### config.mk
export PLATFORM = sky130hd
export DESIGN_NAME = fb_pixel_writer
export DESIGN_NICKNAME = d
export VERILOG_FILES = /design/src/rtl/raster_pkg.sv /design/src/rtl/pixel_fifo.sv /design/src/rtl/fb_pixel_writer.sv
export SDC_FILE = /design/constraint.sdc
export NUM_CORES = 1
export LEC_CHECK = 0
export CAP_MARGIN = 20
export CORE_MARGIN = 10
export CORE_UTILIZATION = 55
export DETAILED_ROUTE_END_ITERATION = 8
export HOLD_SLACK_MARGIN = 0.05
export PLACE_DENSITY = 0.76
export SLEW_MARGIN = 20
export SYNTH_ARGS = -nofsm -noshare
export SYNTH_HDL_FRONTEND = slang
export SYNTH_SLANG_ARGS = --single-unit
### constraint.sdc
create_clock -name CLK -period 4.9 [get_ports CLK]
set_input_delay 0.98 -clock CLK [delete_from_list [all_inputs] [get_ports CLK]]
set_output_delay 0.98 -clock CLK [all_outputs]
set_load 0.02 [all_outputs]
### src/rtl/raster_pkg.sv
// raster_pkg: constants and types shared by the rasterizer back end.
//   SCREEN_W / SCREEN_H : visible framebuffer size in pixels
//   FRAC_W              : fractional bits in Q10.6 coordinates
//   FIFO_DEPTH          : pixel buffer entries (power of 2)
//   ADDR_W              : framebuffer address width
//   lin_addr()          : y*SCREEN_W + x built from shifts and adds only
package raster_pkg;

  localparam int SCREEN_W   = 320;
  localparam int SCREEN_H   = 240;
  localparam int FRAC_W     = 6;
  localparam int FIFO_DEPTH = 4;
  localparam int ADDR_W     = 17;
  localparam int COORD_W    = 16 - FRAC_W;

  localparam logic [COORD_W-1:0] SCREEN_W_C = COORD_W'(SCREEN_W);
  localparam logic [COORD_W-1:0] SCREEN_H_C = COORD_W'(SCREEN_H);

  typedef logic [15:0] color_t;      // RGBA5551
  typedef logic [15:0] fix_q10_6_t;  // unsigned Q10.6

  typedef struct packed {
    logic [ADDR_W-1:0] addr;
    color_t            color;
  } fb_pixel_t;

  typedef enum logic {
    DS_IDLE,
    DS_SHIFT
  } ds_state_t;

  // Adds y<<b for every set bit b of SCREEN_W (320 -> y<<8 + y<<6), so the
  // row stride costs two adders rather than a multiplier.
  function automatic logic [ADDR_W-1:0] lin_addr(input logic [COORD_W-1:0] y,
                                                 input logic [COORD_W-1:0] x);
    logic [ADDR_W-1:0] acc;
    acc = ADDR_W'(x);
    for (int b = 0; b < COORD_W; b++) begin
      if (SCREEN_W_C[b]) acc = acc + (ADDR_W'(y) << b);
    end
    return acc;
  endfunction

endpackage

### src/rtl/pixel_fifo.sv
// pixel_fifo: synchronous FIFO of fb_pixel_t entries.
//   clk, rst_n      : clock, synchronous active-low reset (empties the FIFO)
//   push, push_data : write request; accepted when not full or popping
//   pop             : remove head entry (ignored when empty)
//   head            : current head entry, visible the cycle after its push
//   empty, full     : occupancy flags
module pixel_fifo
  import raster_pkg::*;
#(
  parameter int DEPTH = FIFO_DEPTH
) (
  input  logic      clk,
  input  logic      rst_n,
  input  logic      push,
  input  fb_pixel_t push_data,
  input  logic      pop,
  output fb_pixel_t head,
  output logic      empty,
  output logic      full
);

  localparam int PTR_W = $clog2(DEPTH);
  localparam logic [PTR_W:0] DEPTH_C = (PTR_W + 1)'(DEPTH);

  fb_pixel_t        mem_q [DEPTH];
  logic [PTR_W-1:0] wr_ptr_q, wr_ptr_d;
  logic [PTR_W-1:0] rd_ptr_q, rd_ptr_d;
  logic [PTR_W:0]   count_q, count_d;
  logic             push_acc, pop_acc;

  always_comb begin
    pop_acc  = pop && (count_q != '0);
    // A full FIFO still takes a push when the head leaves in the same cycle.
    push_acc = push && ((count_q != DEPTH_C) || pop_acc);
    wr_ptr_d = wr_ptr_q + PTR_W'(push_acc);
    rd_ptr_d = rd_ptr_q + PTR_W'(pop_acc);
    count_d  = count_q + (PTR_W + 1)'(push_acc) - (PTR_W + 1)'(pop_acc);
  end

  always_ff @(posedge clk) begin
    if (!rst_n) begin
      wr_ptr_q <= '0;
      rd_ptr_q <= '0;
      count_q  <= '0;
    end else begin
      wr_ptr_q <= wr_ptr_d;
      rd_ptr_q <= rd_ptr_d;
      count_q  <= count_d;
    end
  end

  // Storage needs no reset: the pointers define which entries are live.
  always_ff @(posedge clk) begin
    if (push_acc) mem_q[wr_ptr_q] <= push_data;
  end

  // Asynchronous read of a tiny array so a pixel pushed at one edge is on
  // the write port in the very next cycle.
  assign head  = mem_q[rd_ptr_q];
  assign empty = (count_q == '0);
  assign full  = (count_q == DEPTH_C);

endmodule

### src/rtl/fb_pixel_writer.sv
// fb_pixel_writer: deserializes rasterizer pixels, converts Q10.6 coordinates
// to a linear framebuffer address, buffers them and drains to the framebuffer.
//   CLK, RST_N          : clock, synchronous active-low reset
//   VALID, PX, PY, C    : pixel start pulse and three serial LSB-first words
//   DONE                : triangle-complete pulse from the rasterizer
//   FB_WE/ADDR/DATA     : framebuffer write request, held until FB_READY
//   FB_READY            : framebuffer accepts when FB_WE && FB_READY
//   TRI_DONE, TRI_COUNT : triangle retired pulse and wrapping count
//   DROP_OOB            : pulse, completed pixel was off screen
//   OVERFLOW, PROTO_ERR : sticky error flags (FIFO full drop, VALID mid-word)
//   BUSY                : shifting, pixels queued, or a DONE still pending
module fb_pixel_writer
  import raster_pkg::*;
(
  input  logic              CLK,
  input  logic              RST_N,
  input  logic              VALID,
  input  logic              PX,
  input  logic              PY,
  input  logic              C,
  input  logic              DONE,
  output logic              FB_WE,
  output logic [ADDR_W-1:0] FB_ADDR,
  output logic [15:0]       FB_DATA,
  input  logic              FB_READY,
  output logic              TRI_DONE,
  output logic [15:0]       TRI_COUNT,
  output logic              DROP_OOB,
  output logic              OVERFLOW,
  output logic              PROTO_ERR,
  output logic              BUSY
);

  ds_state_t    state_q, state_d;
  logic [3:0]   cnt_q, cnt_d;
  fix_q10_6_t   px_q, px_d, py_q, py_d;
  color_t       c_q, c_d;
  logic         done_pend_q, done_pend_d;
  logic [15:0]  tri_count_q, tri_count_d;
  logic         drop_oob_q, drop_oob_d;
  logic         overflow_q, overflow_d;
  logic         proto_err_q, proto_err_d;

  logic         shifting, word_done, proto_hit;
  logic [COORD_W-1:0] x_int, y_int;
  logic         oob, push_req, pop, ovf_hit, tri_fire;
  fb_pixel_t    new_pix, head_pix;
  logic         fifo_empty, fifo_full;

  // Deserializer: state register
  always_ff @(posedge CLK) begin
    if (!RST_N) begin
      state_q <= DS_IDLE;
      cnt_q   <= '0;
    end else begin
      state_q <= state_d;
      cnt_q   <= cnt_d;
    end
  end

  // Deserializer: next state. VALID on the last bit restarts with no gap.
  always_comb begin
    state_d = state_q;
    cnt_d   = cnt_q;
    case (state_q)
      DS_IDLE: begin
        if (VALID) begin
          state_d = DS_SHIFT;
          cnt_d   = '0;
        end
      end
      DS_SHIFT: begin
        cnt_d = cnt_q + 4'd1;
        if (cnt_q == 4'd15) begin
          state_d = VALID ? DS_SHIFT : DS_IDLE;
          cnt_d   = '0;
        end
      end
    endcase
  end

  // Deserializer: outputs
  always_comb begin
    shifting  = (state_q == DS_SHIFT);
    word_done = shifting && (cnt_q == 4'd15);
    proto_hit = shifting && (cnt_q != 4'd15) && VALID;
  end

  // Datapath. The completed word is the shift value including this cycle's
  // bit, so the pixel is pushed at the edge that samples bit 15.
  always_comb begin
    px_d = shifting ? {PX, px_q[15:1]} : px_q;
    py_d = shifting ? {PY, py_q[15:1]} : py_q;
    c_d  = shifting ? {C,  c_q[15:1]}  : c_q;

    x_int    = px_d[15:FRAC_W];
    y_int    = py_d[15:FRAC_W];
    oob      = (x_int >= SCREEN_W_C) || (y_int >= SCREEN_H_C);
    push_req = word_done && !oob;

    new_pix.addr  = lin_addr(y_int, x_int);
    new_pix.color = c_d;

    pop      = !fifo_empty && FB_READY;
    ovf_hit  = push_req && fifo_full && !pop;

    // A DONE seen mid-word waits: the word belongs to the finishing triangle.
    tri_fire    = done_pend_q && !shifting && fifo_empty;
    done_pend_d = DONE || (done_pend_q && !tri_fire);
    tri_count_d = tri_count_q + 16'(tri_fire);

    drop_oob_d  = word_done && oob;
    overflow_d  = overflow_q || ovf_hit;
    proto_err_d = proto_err_q || proto_hit;
  end

  always_ff @(posedge CLK) begin
    if (!RST_N) begin
      px_q        <= '0;
      py_q        <= '0;
      c_q         <= '0;
      done_pend_q <= 1'b0;
      tri_count_q <= '0;
      drop_oob_q  <= 1'b0;
      overflow_q  <= 1'b0;
      proto_err_q <= 1'b0;
    end else begin
      px_q        <= px_d;
      py_q        <= py_d;
      c_q         <= c_d;
      done_pend_q <= done_pend_d;
      tri_count_q <= tri_count_d;
      drop_oob_q  <= drop_oob_d;
      overflow_q  <= overflow_d;
      proto_err_q <= proto_err_d;
    end
  end

  pixel_fifo #(.DEPTH(FIFO_DEPTH)) u_fifo (
    .clk       (CLK),
    .rst_n     (RST_N),
    .push      (push_req),
    .push_data (new_pix),
    .pop       (pop),
    .head      (head_pix),
    .empty     (fifo_empty),
    .full      (fifo_full)
  );

  // Address/data are forced to zero when idle so stale storage never shows.
  assign FB_WE     = !fifo_empty;
  assign FB_ADDR   = FB_WE ? head_pix.addr  : '0;
  assign FB_DATA   = FB_WE ? head_pix.color : '0;
  assign TRI_DONE  = tri_fire;
  assign TRI_COUNT = tri_count_q;
  assign DROP_OOB  = drop_oob_q;
  assign OVERFLOW  = overflow_q;
  assign PROTO_ERR = proto_err_q;
  assign BUSY      = shifting || !fifo_empty || done_pend_q;

endmodule

### After elaboration in Yosys (flattened, before gate mapping)

Memories as Yosys holds them, arrays and structs flattened. A register that Yosys moved wholly into a read port is not among the register bits.
Index checks and enable logic that the tools add are counted.

* register bits after elaboration: 80
* bits in writable memories: 132
* input bits: 8
* output and inout port bits: 55
* logic and storage cells: 73
* memories: 1

Memory list
* u_fifo.mem_q: depth 4, bits a word 33, read ports 1, clocked after Yosys merged registers in 1, wr ports 1, line pixel_fifo.sv:25 `fb_pixel_t mem_q [DEPTH];`

* $add $sub $neg: 8
* order comparisons: 2
* eq/ne operators: 5
* multiplexer cells: 14
* bitwise logic cells: 1
* reduce and logical (&&, ||, !) cells: 27

Operators with widths (number)
* $mux W16: 4
* $add A10 B16 Y17: 1
* $add A17 B17 Y17: 1
* $mux W17: 1
* $add A16 B1 Y16: 1
* $logic_and A1 B1 Y1: 13
* $ge A10 B8 Y1 const B: 1
* $ge A10 B9 Y1 const B: 1
* $mux W4: 2
* $pmux W4 S2: 1
* $logic_or A1 B1 Y1: 7
* $logic_not A1 Y1: 5
* $add A2 B1 Y2: 2
* $add A4 B1 Y4 const B: 1
* $eq A4 B4 Y1 const B: 1
* $mux W1: 4
* $ne A4 B4 Y1 const B: 1
* $add A3 B1 Y3: 1
* $eq A3 B3 Y1 const B: 1
* $logic_not A3 Y1: 1
* $ne A3 B3 Y1 const B: 1
* $reduce_bool A3 Y1: 1
* $sub A3 B1 Y3: 1
* $mux W2: 1
* other kinds (3): 3

### Longest topological paths before layout

Gate-level depths: netlist (run 1).

* word-level depth: 8
* depth in mapped cells: 13
* gate-level depth less buffers: 11

### Cells and area by module

A second synthesis (run 1) with hierarchy kept.

* cells, all modules: 552
* area, all modules: 8449.4 µm²

Modules (own cells, without submodules)
* pixel_fifo: times used 1, cells an instance 210, area each 5210.0 µm², sequential area each 4103.9 µm²
* fb_pixel_writer: times used 1, cells an instance 342, area each 3239.4 µm², sequential area each 1221.2 µm²

### Least setup slack after synthesis (run 1)

No wires, ideal clock.

* path kind: input -> register
* start: input port PY
* end: memory u_fifo.mem_q[2][0] (netlist bit) (enable)
* library setup time: 0.471 ns
* data arrival time: 3.994 ns
* data required time: 4.429 ns
* slack: 0.435 ns
* stages: 5
* buffers on the path: 0
* cell sequence: nor2_1 -> a21oi_1 -> nor4_4 -> nand3_2 -> nor3b_1

* cells in the longest elaborated chain, start to end: 8

RTL lines
* from (decl): line fb_pixel_writer.sv:19 `input logic PY,`
* $mux W16: line fb_pixel_writer.sv:93 `py_d = shifting ? {PY, py_q[15:1]} : py_q;`
* $ge A10 B8 Y1: line fb_pixel_writer.sv:98 `oob = (x_int >= SCREEN_W_C) || (y_int >= SCREEN_H_C);`
* $logic_or A1 B1 Y1: line fb_pixel_writer.sv:98
* $logic_not A1 Y1: line fb_pixel_writer.sv:99 `push_req = word_done && !oob;`
* $logic_and A1 B1 Y1: line fb_pixel_writer.sv:99
* $logic_and A1 B1 Y1: line pixel_fifo.sv:34 `push_acc = push && ((count_q != DEPTH_C) || pop_acc);`
* $mux W1: line pixel_fifo.sv:54 `if (push_acc) mem_q[wr_ptr_q] <= push_data;`
* $mux W1 (implied by the code): line pixel_fifo.sv:54
* to (decl): line pixel_fifo.sv:25

Every way passes these cells.

### Worst setup path in the final report (run 1)

* start: register u_fifo.count_q[1]
* end: output port BUSY

* cells in the longest elaborated chain, start to end: 4

RTL lines
* from (decl): line pixel_fifo.sv:28 `logic [PTR_W:0] count_q, count_d;`
* from (signal assigned): line pixel_fifo.sv:48 `count_q <= count_d;`
* $logic_not A3 Y1: line pixel_fifo.sv:60 `assign empty = (count_q == '0);`
* $logic_not A1 Y1: line fb_pixel_writer.sv:159 `assign BUSY = shifting || !fifo_empty || done_pend_q;`
* $logic_or A1 B1 Y1 (2 in a row): line fb_pixel_writer.sv:159
* to (decl): line fb_pixel_writer.sv:31 `output logic BUSY`

Every way passes these cells.

==> metrics.yaml, run 1 <==
run_status:
  status: "finished clean"
flow_run:
  cap_violations: 0
critical_path:
  cp.buffers_inverters: 2
  end_kind: "output port"
  critPathLaunchType: "flip-flop"
  cpPeakStageDelay_ns: 0.84
  slowest_stage: "clkinv_1"
  critPathKind: "flip-flop to output port"
  path_max_fanout: 36
  arrival_ns: 3.12
  cp_data_required_time_ns: 3.92
  crit_path_cell_trace: "nor3_1 > clkinv_1 > or3_1 > clkdlybuf4s50_1"
  critPathTopFamily: "buffers and inverters"
clock_tree:
  cts_made_buffers: 17
  clk_latency_ns: 0.43
  cts_buffer_depth: 2
  cts_sinks: 200
  clkTransAtPathRegs_ns: 0.07
  cts_resized: 0
  htree_levels: 4
  cts_tree: "done"
  cts_hold_buffers: 0
  cts-root-buf: "clkbuf_16"
  cts_setup_buffers: 0
detailed_routing:
  wl_per_cell_um: 18.1
  vias: 4586
  wl_mm: 15.0
  drc_errors: 0
  drt_iter0_drc: 297
  dr.pass1.iters: 5
  ant_nets: 0
  vias_per_cell: 5.57
logic_synthesis:
  ys_types: 51
  synth_top_area_share: 0.470
  async_flop_share: 0
  yosys_warnings: 0
  ys_top_cells_by_area: "edfxtp_1 (47%), dfxtp_1 (16%), mux4_2 (8.8%)"
  synth_common_cells: "edfxtp_1 (132), and2_1 (85), dfxtp_1 (68)"
  yosysMostFrequentCell: "edfxtp_1"
  syn-instance-count: 557
  seq_area_frac_synth: 0.631
  synth_fp_nets: 593
  netlist_area_um2: 8430
  avgSynthCellArea_um2: 15.1
  ys_seq_elements: 200
  yosysTopAreaCell: "edfxtp_1"
  synth-edff-count: 132
  synthFlopType: "edfxtp_1"
global_route:
  grt_pass1_vias: 4839
  grt_max_degree: 40
  grtUsageTotal: 0.155
  grt_antenna_before_repair: 0
  grt_pass1_wl_mm: 25.0
  grt_overflow: 0
finish:
  drive_gt1_frac: 0.173
  nNetsFinal: 659
  ff_latch_area_um2: 5330
  multi_input_area_um2: 2940
  fill_cells: 1047
  n_antenna_cell: 0
  area_growth_pct: 17.4
  layout.cells.non_filler: 824
timing:
  final-setup-viol-count: 0
  fin_crit_sh: 0.838
  max_freq_mhz: 244
  hold_violations: 0
  worstMarginPinSlew_ns: 0.965
  final_max_slew_viol_count: 0
  clock_skew_ns: 0.00835
  layout_min_cycle_time_ns: 4.10
  slew-limit-headroom: 0.352
  fin_setup_tns_ns: 0
  rsz0062_at_grt: "no"
power_and_ir_drop:
  power.density_nw_per_um2: 445
  p_leak_nw: 3.62
  peakVddDrop_mv: 0.242
place:
  portBuffers: 62
  dp.cells: 792
  gp_congestion: 0.798
  dp_hpwl_mm: 9.38
die:
  initial_core_util: 0.559
  io_pins: 63
  core_area_um2: 15100
  die_h_um: 144
  num_rows: 45
  die_x_um: 144
  dieArea_um2: 20700
min_path:
  min_path_type: "flip-flop to flip-flop"
==> worst min-delay path, cell delays in order (launching register included) <==
cell and delay (ns):
dfxtp_1 0.34, a21oi_1 0.04, nor2b_1 0.09
==> registers in the layout, summed over array words and instances, names as in the netlist <==
register / cells
py_q: 10
shifting: 1
c_q: 16
u_fifo.rd_ptr_q: 2
TRI_COUNT: 16
u_fifo.wr_ptr_q: 2
DROP_OOB: 1
px_q: 10
OVERFLOW: 1
cnt_q: 4
done_pend_q: 1
u_fifo.count_q: 3
u_fifo.mem_q: 132
PROTO_ERR: 1
==> metal layers <==
metal | share of wire | vias to the layer above | track usage
met5 | 0 | - | 0
met4 | 0.0074 | 0 | 0.0575
met3 | 0.051 | 11 | 0.0416
met2 | 0.51 | 100 | 0.260
met1 | 0.43 | 2298 | 0.188
li1 | - | 2177 | -
==> metrics by stage <==
step	hold WS [ns]	total power (W)	utilization	setup WS [ns]	instance area, µm²
after floorplan	0.470	0.00257	-	0.435	8430
after global placement	0.481	0.00298	0.614	1.02	9270
after detailed placement	0.489	0.00299	0.614	0.958	9270
after CTS	0.513	0.00447	0.656	0.953	9900
after global routing	0.540	0.00461	0.656	0.477	9900
final	0.507	0.00440	0.656	0.796	9900
==> cells by family (layout without fill, tap and decap cells) <==
| family | Yosys count | count (layout) | synth area share |
|---|---|---|---|
| AOI/OAI and AO/OA | 35 | 35 | 0.0288 |
| xor gates and xnor gates | 25 | 25 | 0.0260 |
| adders and majority gates | 28 | 28 | 0.0451 |
| buffers and inverters | 45 | 124 | 0.0220 |
| DFF | 200 | 200 | 0.631 |
| muxes | 67 | 67 | 0.133 |
| and+or+nand+nor | 157 | 157 | 0.114 |
==> cell type report <==
cell class                      instances  area share
Timing Repair Buffer                   70      0.0687
Multi-Input combinational cell        312       0.297
Tap cell                              188      0.0238
Clock buffer                           17      0.0430
Inverter                               22     0.00834
Sequential cell                       200       0.538
Clock inverter                         15      0.0214
==> report_power, final <==
part | switching (W) | internal [W]
combinational | 0.000512 | 0.000538
sequential | 0.0000630 | 0.00181
clock | 0.000616 | 0.000866
total | 0.00119 | 0.00321
==> layout by cell type, fill, tap and decap left out, drive strengths merged, types with 4 or more instances in the layout <==
| master | synthesis | routed |
|---|---|---|
| ha | 24 | 24 |
| nor2 | 9 | 9 |
| a21oi | 13 | 13 |
| o21ai | 7 | 7 |
| mux2i | 5 | 5 |
| bufinv | 0 | 4 |
| xor2 | 6 | 6 |
| inv | 22 | 27 |
| nor3 | 8 | 8 |
| and2 | 85 | 85 |
| clkdlybuf4s50 | 0 | 62 |
| nor3b | 4 | 4 |
| buf | 10 | 8 |
| clkbuf | 13 | 17 |
| nand3 | 13 | 13 |
| mux4 | 33 | 33 |
| nor4 | 4 | 4 |
| and3 | 5 | 5 |
| dfxtp | 68 | 68 |
| edfxtp | 132 | 132 |
| mux2 | 29 | 29 |
| fa | 4 | 4 |
| nor2b | 11 | 11 |
| xnor2 | 19 | 19 |
| nand2 | 10 | 10 |
==> final timing paths <==
check | to | slack [ns] | cells after the start | start
min | PROTO_ERR | 0.51 | 2 | PROTO_ERR
max | BUSY | 0.80 | 4 | u_fifo.count_q[1]
max reg2reg | u_fifo.mem_q[1][32] | 1.25 | 9 | shifting
min reg2reg | PROTO_ERR | 0.51 | 2 | PROTO_ERR
Note: power is estimated with default switching activity, not from simulation.
==> run 2, diff against run 1 <==
--- a/config.mk
+++ b/config.mk
@@ -7,7 +7,7 @@
 export LEC_CHECK = 0
 export CAP_MARGIN = 20
 export CORE_MARGIN = 10
-export CORE_UTILIZATION = 55
+export CORE_UTILIZATION = 53
 export DETAILED_ROUTE_END_ITERATION = 8
 export HOLD_SLACK_MARGIN = 0.05
 export PLACE_DENSITY = 0.76
==> constraint.sdc (replaced) <==
create_clock -name CLK -period 3.65 [get_ports CLK]
set_input_delay 0.73 -clock CLK [delete_from_list [all_inputs] [get_ports CLK]]
set_output_delay 0.73 -clock CLK [all_outputs]
set_load 0.02 [all_outputs]
==> run 2 against run 1 <==
  * Die area up 3.2%
  * First-iteration DRC count down 30%
  * Sequential share of layout area down 0.53 points
  * Combinational power up 46%
  * Global-route usage down 0.78 points
  * Cell count up 4.2%
  * Core utilization down 2.0 points
  * Clock power up 24%
  * Highest routed layer unchanged
==> metrics.yaml, run 2 (synthesis gave the netlist of run 1 again) <==
timing:
  clock_skew_ns: 0.00893  # was 0.00835 ns
  final-setup-viol-count: 0  # unchanged
  worstMarginPinSlew_ns: 0.898  # was 0.965 ns
  final_max_slew_viol_count: 0  # unchanged
  fin_crit_sh: 0.929
  whs_ns: 0.500  # was 0.507 ns
  layout_min_cycle_time_ns: 3.39
  rsz0062_at_grt: "no"  # unchanged
  hold_violations: 0  # unchanged
  timing.final.ws_setup_ns: 0.259  # was 0.796 ns
  slew-limit-headroom: 0.400  # was 0.352
  max_freq_mhz: 295
critical_path:
  worst_setup_path_startpoint: "u_fifo.count_q[1]"  # unchanged
  end_kind: "output port"  # unchanged
  cpPeakStageDelay_ns: 0.66  # was 0.84 ns
  critPathTopFamily: "buffers and inverters"  # unchanged
  critPathLaunchType: "flip-flop"  # unchanged
  cp.buffers_inverters: 3  # was 2
  arrival_ns: 2.66  # was 3.12 ns
  cp_data_required_time_ns: 2.92  # was 3.92 ns
  reg2reg_from: "shifting"  # unchanged
  crit_path_cell_trace: "nor3_1 > inv_1 > buf_4 > and2_1 > clkdlybuf4s50_1"  # was nor3_1 > clkinv_1 > or3_1 > clkdlybuf4s50_1
  slowest_stage: "inv_1"  # was clkinv_1
  critPathKind: "flip-flop to output port"  # unchanged
  path_max_fanout: 29  # was 36
clock_tree:
  clkTransAtPathRegs_ns: 0.07  # about the same
  cts_sinks: 200  # unchanged
  cts_setup_buffers: 0  # unchanged
  cts_hold_buffers: 0  # unchanged
  cts_tree: "done"  # unchanged
  htree_levels: 4  # unchanged
  clk_latency_ns: 0.44  # was 0.43 ns
  cts_buffer_depth: 2  # unchanged
  cts-root-buf: "clkbuf_16"  # unchanged
  cts_resized: 0  # unchanged
  cts_made_buffers: 17  # unchanged
global_route:
  grt_antenna_before_repair: 0  # unchanged
  grt_pass1_vias: 4808  # was 4839
  grt_overflow: 0  # unchanged
  grt_max_degree: 41  # was 40
  grtUsageTotal: 0.148  # was 0.155
  grt_pass1_wl_mm: 25.1  # was 25.0 mm
finish:
  n_antenna_cell: 0  # unchanged
  largest_register_ffs: 132  # unchanged
  area_growth_pct: 18.6  # was 17.4%
  final_common_cell: "edfxtp_1"  # unchanged
  stdcell_area_um2: 10000  # was 9900 µm²
  nNetsFinal: 666  # was 659
  drive_gt1_frac: 0.174  # was 0.173
  mostFrequentLayoutCells: "edfxtp_1 (132), and2_1 (85), dfxtp_1 (66)"  # unchanged
  layout.cells.non_filler: 859  # was 824
  regMostFlops: "u_fifo.mem_q"  # unchanged
flow_run:
  cap_violations: 0  # unchanged
power_and_ir_drop:
  peakVddDrop_mv: 0.374  # was 0.242 mV
  p_leak_nw: 3.65  # was 3.62 nW
  total_power_w: 0.00583  # was 0.00440 W
  power.density_nw_per_um2: 583  # was 445 nW/µm²
detailed_routing:
  vias_per_cell: 5.33  # was 5.57
  drc_errors: 0  # unchanged
  wl_per_cell_um: 17.8  # was 18.1 µm
  wl_mm: 15.3  # was 15.0 mm
  ant_nets: 0  # unchanged
  drt_iter0_drc: 209  # was 297
  dr.pass1.iters: 4  # was 5
  vias: 4580  # was 4586
die:
  dieArea_um2: 21400  # was 20700 µm²
  die_h_um: 146  # was 144 µm
  io_pins: 63  # unchanged
  num_rows: 46  # was 45
  initial_core_util: 0.537  # was 0.559
  core_area_um2: 15700  # was 15100 µm²
  die_x_um: 146  # was 144 µm
place:
  place_area_um2: 9420  # was 9270 µm²
  dp.cells: 827  # was 792
  dp_slack_ns: -0.0200  # was 0.958 ns
  gp_congestion: 0.788  # was 0.798
  dp_hpwl_mm: 9.86  # was 9.38 mm
  portBuffers: 62  # unchanged
min_path:
  min_from: "PROTO_ERR"  # unchanged
  min_path_type: "flip-flop to flip-flop"  # unchanged
run_status:
  status: "finished clean"  # unchanged
run 2: cell count changes in the layout (fill, tap and decap cells not counted), moves of 2 or more:
cell	before	now
inv_4	0	2
clkbuf_16	17	20
inv_6	5	0
clkinvlp_4	3	1
buf_12	0	4
buf_4	8	11
clkbuf_1	0	4
bufinv_16	4	0
clkbuf_8	0	3
run 2: final timing paths:
kind                         endpoint  slack [ns]  cells after the start
setup reg to reg  u_fifo.mem_q[0][32]        0.38                      8
hold / removal              PROTO_ERR        0.50                      2
hold reg to reg             PROTO_ERR        0.50                      2
setup / recovery           FB_DATA[3]        0.26                      5
run 2: final cells by class:
cell class | count | area [µm²]
repair buffers | 77 | 783
clock inverters | 5 | 28.8
well taps | 216 | 270
multi-input cells | 312 | 2950
inverters | 22 | 82.6
fillers | 1113 | 5710
flip-flops and latches | 200 | 5330
clock buffers | 27 | 557
run 2: stage by stage:
step	setup TNS (ns)	util
after floorplan	0	-
after global placement	0	0.599
after detailed placement	-0.137	0.599
after CTS	0	0.637
after global routing	0	0.637
final	0	0.637
run 2: worst register-to-register path: cells and delay by family (launching register included):
family,cells,cell delay (ns)
flops,1,0.71
compound gates,3,0.72
xor+xnor,1,0.13
mux,1,0.44
fa+ha+maj,2,0.78
simple gates,1,0.24
run 2: power by group:
group / switching [W] / internal, W / leakage [nW] / total, W
sequential: 0.0000473 / 0.00243 / 1.80 / 0.00248
clock: 0.000780 / 0.00105 / 0.287 / 0.00183
combinational: 0.000753 / 0.000776 / 1.57 / 0.00153
total: 0.00158 / 0.00425 / 3.65 / 0.00583
run 2: routing by layer:
layer  routed length, µm  global-route usage  vias up  share of wire
met3                 808              0.0423       25          0.053
li1                    -                   -     2189              -
met5                   0                   0        -              0
met4                 322              0.0676        0          0.021
met1                6610               0.171     2272           0.43
met2                7590               0.248       94           0.49
==> run 3, diff against run 2 <==
--- a/config.mk
+++ b/config.mk
@@ -5,12 +5,15 @@
 export SDC_FILE = /design/constraint.sdc
 export NUM_CORES = 1
 export LEC_CHECK = 0
+export ABC_AREA = 1
 export CAP_MARGIN = 20
 export CORE_MARGIN = 10
 export CORE_UTILIZATION = 53
+export CTS_BUF_LIST = sky130_fd_sc_hd__clkbuf_16
 export DETAILED_ROUTE_END_ITERATION = 8
 export HOLD_SLACK_MARGIN = 0.05
 export PLACE_DENSITY = 0.76
+export RECOVER_POWER = 25
 export SLEW_MARGIN = 20
 export SYNTH_ARGS = -nofsm -noshare
 export SYNTH_HDL_FRONTEND = slang
==> run 3 against run 2 <==
  * Critical path depth rose by 1
  * Clock-buffer cell count decreased by 10
  * Clock power is essentially flat
==> metrics.yaml, run 3 <==
timing:
  final-setup-viol-count: 0  # unchanged
  fin_crit_sh: 0.930  # was 0.929
  slew-limit-headroom: 0.408  # was 0.400
  clock_skew_ns: 0.0113  # was 0.00893 ns
  hold_violations: 0  # unchanged
  fin_setup_tns_ns: 0  # unchanged
  layout_min_cycle_time_ns: 3.39  # about the same
  final_max_slew_viol_count: 0  # unchanged
  rsz0062_at_grt: "no"  # unchanged
  worstMarginPinSlew_ns: 0.887  # was 0.898 ns
  max_freq_mhz: 295  # about the same
die:
  die_x_um: 148  # was 146 µm
  die_h_um: 148  # was 146 µm
  dieArea_um2: 21800  # was 21400 µm²
  initial_core_util: 0.542  # was 0.537
  num_rows: 46  # unchanged
  core_area_um2: 15900  # was 15700 µm²
  io_pins: 63  # unchanged
finish:
  regMostFlops: "u_fifo.mem_q"  # unchanged
  drive_gt1_frac: 0.0732  # was 0.174
  largest_register_ffs: 132  # unchanged
  final_common_cell: "nor2_1"  # was edfxtp_1
  nNetsFinal: 966  # was 666
  n_antenna_cell: 0  # unchanged
  area_growth_pct: 16.3  # was 18.6%
  mostFrequentLayoutCells: "nor2_1 (169), nand2_1 (134), edfxtp_1 (132)"  # was edfxtp_1 (132), and2_1 (85), dfxtp_1 (66)
  fill_cells: 1253  # was 1113
critical_path:
  r2r_setup_slack_ns: 0.54  # was 0.38 ns
  cp_data_required_time_ns: 2.92  # about the same
  path_max_fanout: 67  # was 29
  critPathKind: "flip-flop to output port"  # unchanged
  critPathLaunchType: "flip-flop"  # unchanged
  worst_setup_path_startpoint: "u_fifo.rd_ptr_q[0]"  # was u_fifo.count_q[1]
  arrival_ns: 2.66  # about the same
  reg2reg_from: "shifting"  # unchanged
  end_kind: "output port"  # unchanged
detailed_routing:
  vias_per_cell: 5.19  # was 5.33
  wl_mm: 17.4  # was 15.3 mm
  vias: 6020  # was 4580
  dr.pass1.iters: 5  # was 4
  drt_iter0_drc: 412  # was 209
  wl_per_cell_um: 15.0  # was 17.8 µm
  ant_nets: 0  # unchanged
  drc_errors: 0  # unchanged
place:
  portBuffers: 62  # unchanged
  dp_hpwl_mm: 10.6  # was 9.86 mm
  gp_congestion: 0.810  # was 0.788
clock_tree:
  cts_setup_buffers: 0  # unchanged
  cts_resized: 0  # unchanged
  htree_levels: 4  # unchanged
  clk_latency_ns: 0.44  # about the same
  cts_tree: "done"  # unchanged
  cts-root-buf: "clkbuf_16"  # unchanged
  cts_hold_buffers: 0  # unchanged
  clkTransAtPathRegs_ns: 0.07  # about the same
  cts_buffer_depth: 2  # unchanged
  cts_sinks: 200  # unchanged
  cts_made_buffers: 17  # unchanged
logic_synthesis:
  async_flop_share: 0  # unchanged
  yosysTopAreaCell: "edfxtp_1"  # unchanged
  netlist_area_um2: 8630  # was 8430 µm²
  ys_top_cells_by_area: "edfxtp_1 (46%), dfxtp_1 (16%), nor2_1 (7.5%)"  # was edfxtp_1 (47%), dfxtp_1 (16%), mux4_2 (8.8%)
  syn-instance-count: 875  # was 557
  synthFlopType: "edfxtp_1"  # unchanged
  yosys_warnings: 0  # unchanged
  synth_common_cells: "nor2_1 (173), nand2_1 (134), edfxtp_1 (132)"  # was edfxtp_1 (132), and2_1 (85), dfxtp_1 (68)
  synth-edff-count: 132  # unchanged
  avgSynthCellArea_um2: 9.87  # was 15.1 µm²
  yosysMostFrequentCell: "nor2_1"  # was edfxtp_1
  ys_seq_elements: 200  # unchanged
  synth_fp_nets: 911  # was 593
  seq_area_frac_synth: 0.617  # was 0.631
  synth_top_area_share: 0.459  # was 0.470
  ys_types: 37  # was 51
power_and_ir_drop:
  peakVddDrop_mv: 0.375  # was 0.374 mV
  power.density_nw_per_um2: 644  # was 583 nW/µm²
  p_leak_nw: 3.93  # was 3.65 nW
  total_power_w: 0.00646  # was 0.00583 W
global_route:
  grt_overflow: 0  # unchanged
  grt_pass1_vias: 5818  # was 4808
  grtUsageTotal: 0.162  # was 0.148
  grt_antenna_before_repair: 0  # unchanged
  grt_max_degree: 68  # was 41
  grt_pass1_wl_mm: 28.5  # was 25.1 mm
min_path:
  min_path_type: "flip-flop to flip-flop"  # unchanged
  min_from: "PROTO_ERR"  # unchanged
run_status:
  status: "finished clean"  # unchanged
flow_run:
  cap_violations: 0  # unchanged
[run 3: through the flow]
| step | std cells | util | cell area (µm²) | hold WS [ns] | setup WS, ns |
|---|---|---|---|---|---|
| floorplan | 875 | - | 8630 | 0.446 | 0.500 |
| global placement | 1127 | 0.593 | 9460 | 0.441 | 0.278 |
| detailed placement | 1127 | 0.593 | 9460 | 0.444 | 0.249 |
| CTS | 1159 | 0.630 | 10000 | 0.462 | 0.241 |
| global route | 1159 | 0.630 | 10000 | 0.480 | 0.118 |
| finish | 1159 | 0.630 | 10000 | 0.454 | 0.257 |
[run 3: logic make-up (layout without fill, tap and decap cells)]
group,after synthesis,count (layout),share of synthesized area
AOI/OAI and AO/OA,178,178,0.107
buffers and inverters,103,171,0.0516
xor gates and xnor gates,13,13,0.0132
and+or+nand+nor,353,353,0.168
DFF,200,200,0.617
adders and majority gates,28,28,0.0441
[run 3: critical path, cell delays in order, from the launching register on]
cell and delay, ns:
dfxtp_2 0.33, buf_4 0.57, nor2_1 0.11, nor2_1 0.11, o21ai_0 0.11, a21oi_1 0.30
clkdlybuf4s50_1 0.67
[run 3: final timing paths]
check                        endpoint  cells past startpoint
setup / recovery          FB_ADDR[15]                      6
hold / removal              PROTO_ERR                      2
setup reg to reg  u_fifo.mem_q[2][31]                      9
hold reg to reg             PROTO_ERR                      2
[run 3: area by class of cell]
class	instances	area [µm²]	share of cell area
timing repair buffer	76	734	0.0732
multi-input combinational	572	2880	0.287
clock inverter	15	160	0.0160
sequential	200	5330	0.531
clock buffer	17	425	0.0424
inverter	63	241	0.0241
tap	216	270	0.0269
[run 3: power breakdown]
part           internal (W)  switching (W)
combinational      0.000805        0.00130
clock               0.00107       0.000795
sequential          0.00246      0.0000400
[run 3: routing by layer]
metal / wire [µm] / vias to the layer above / GRT usage
met2: 8360 / 154 / 0.260
met4: 312 / 0 / 0.0585
met5: 0 / - / 0
met1: 7520 / 2795 / 0.202
li1: - / 3042 / -
met3: 1240 / 29 / 0.0537
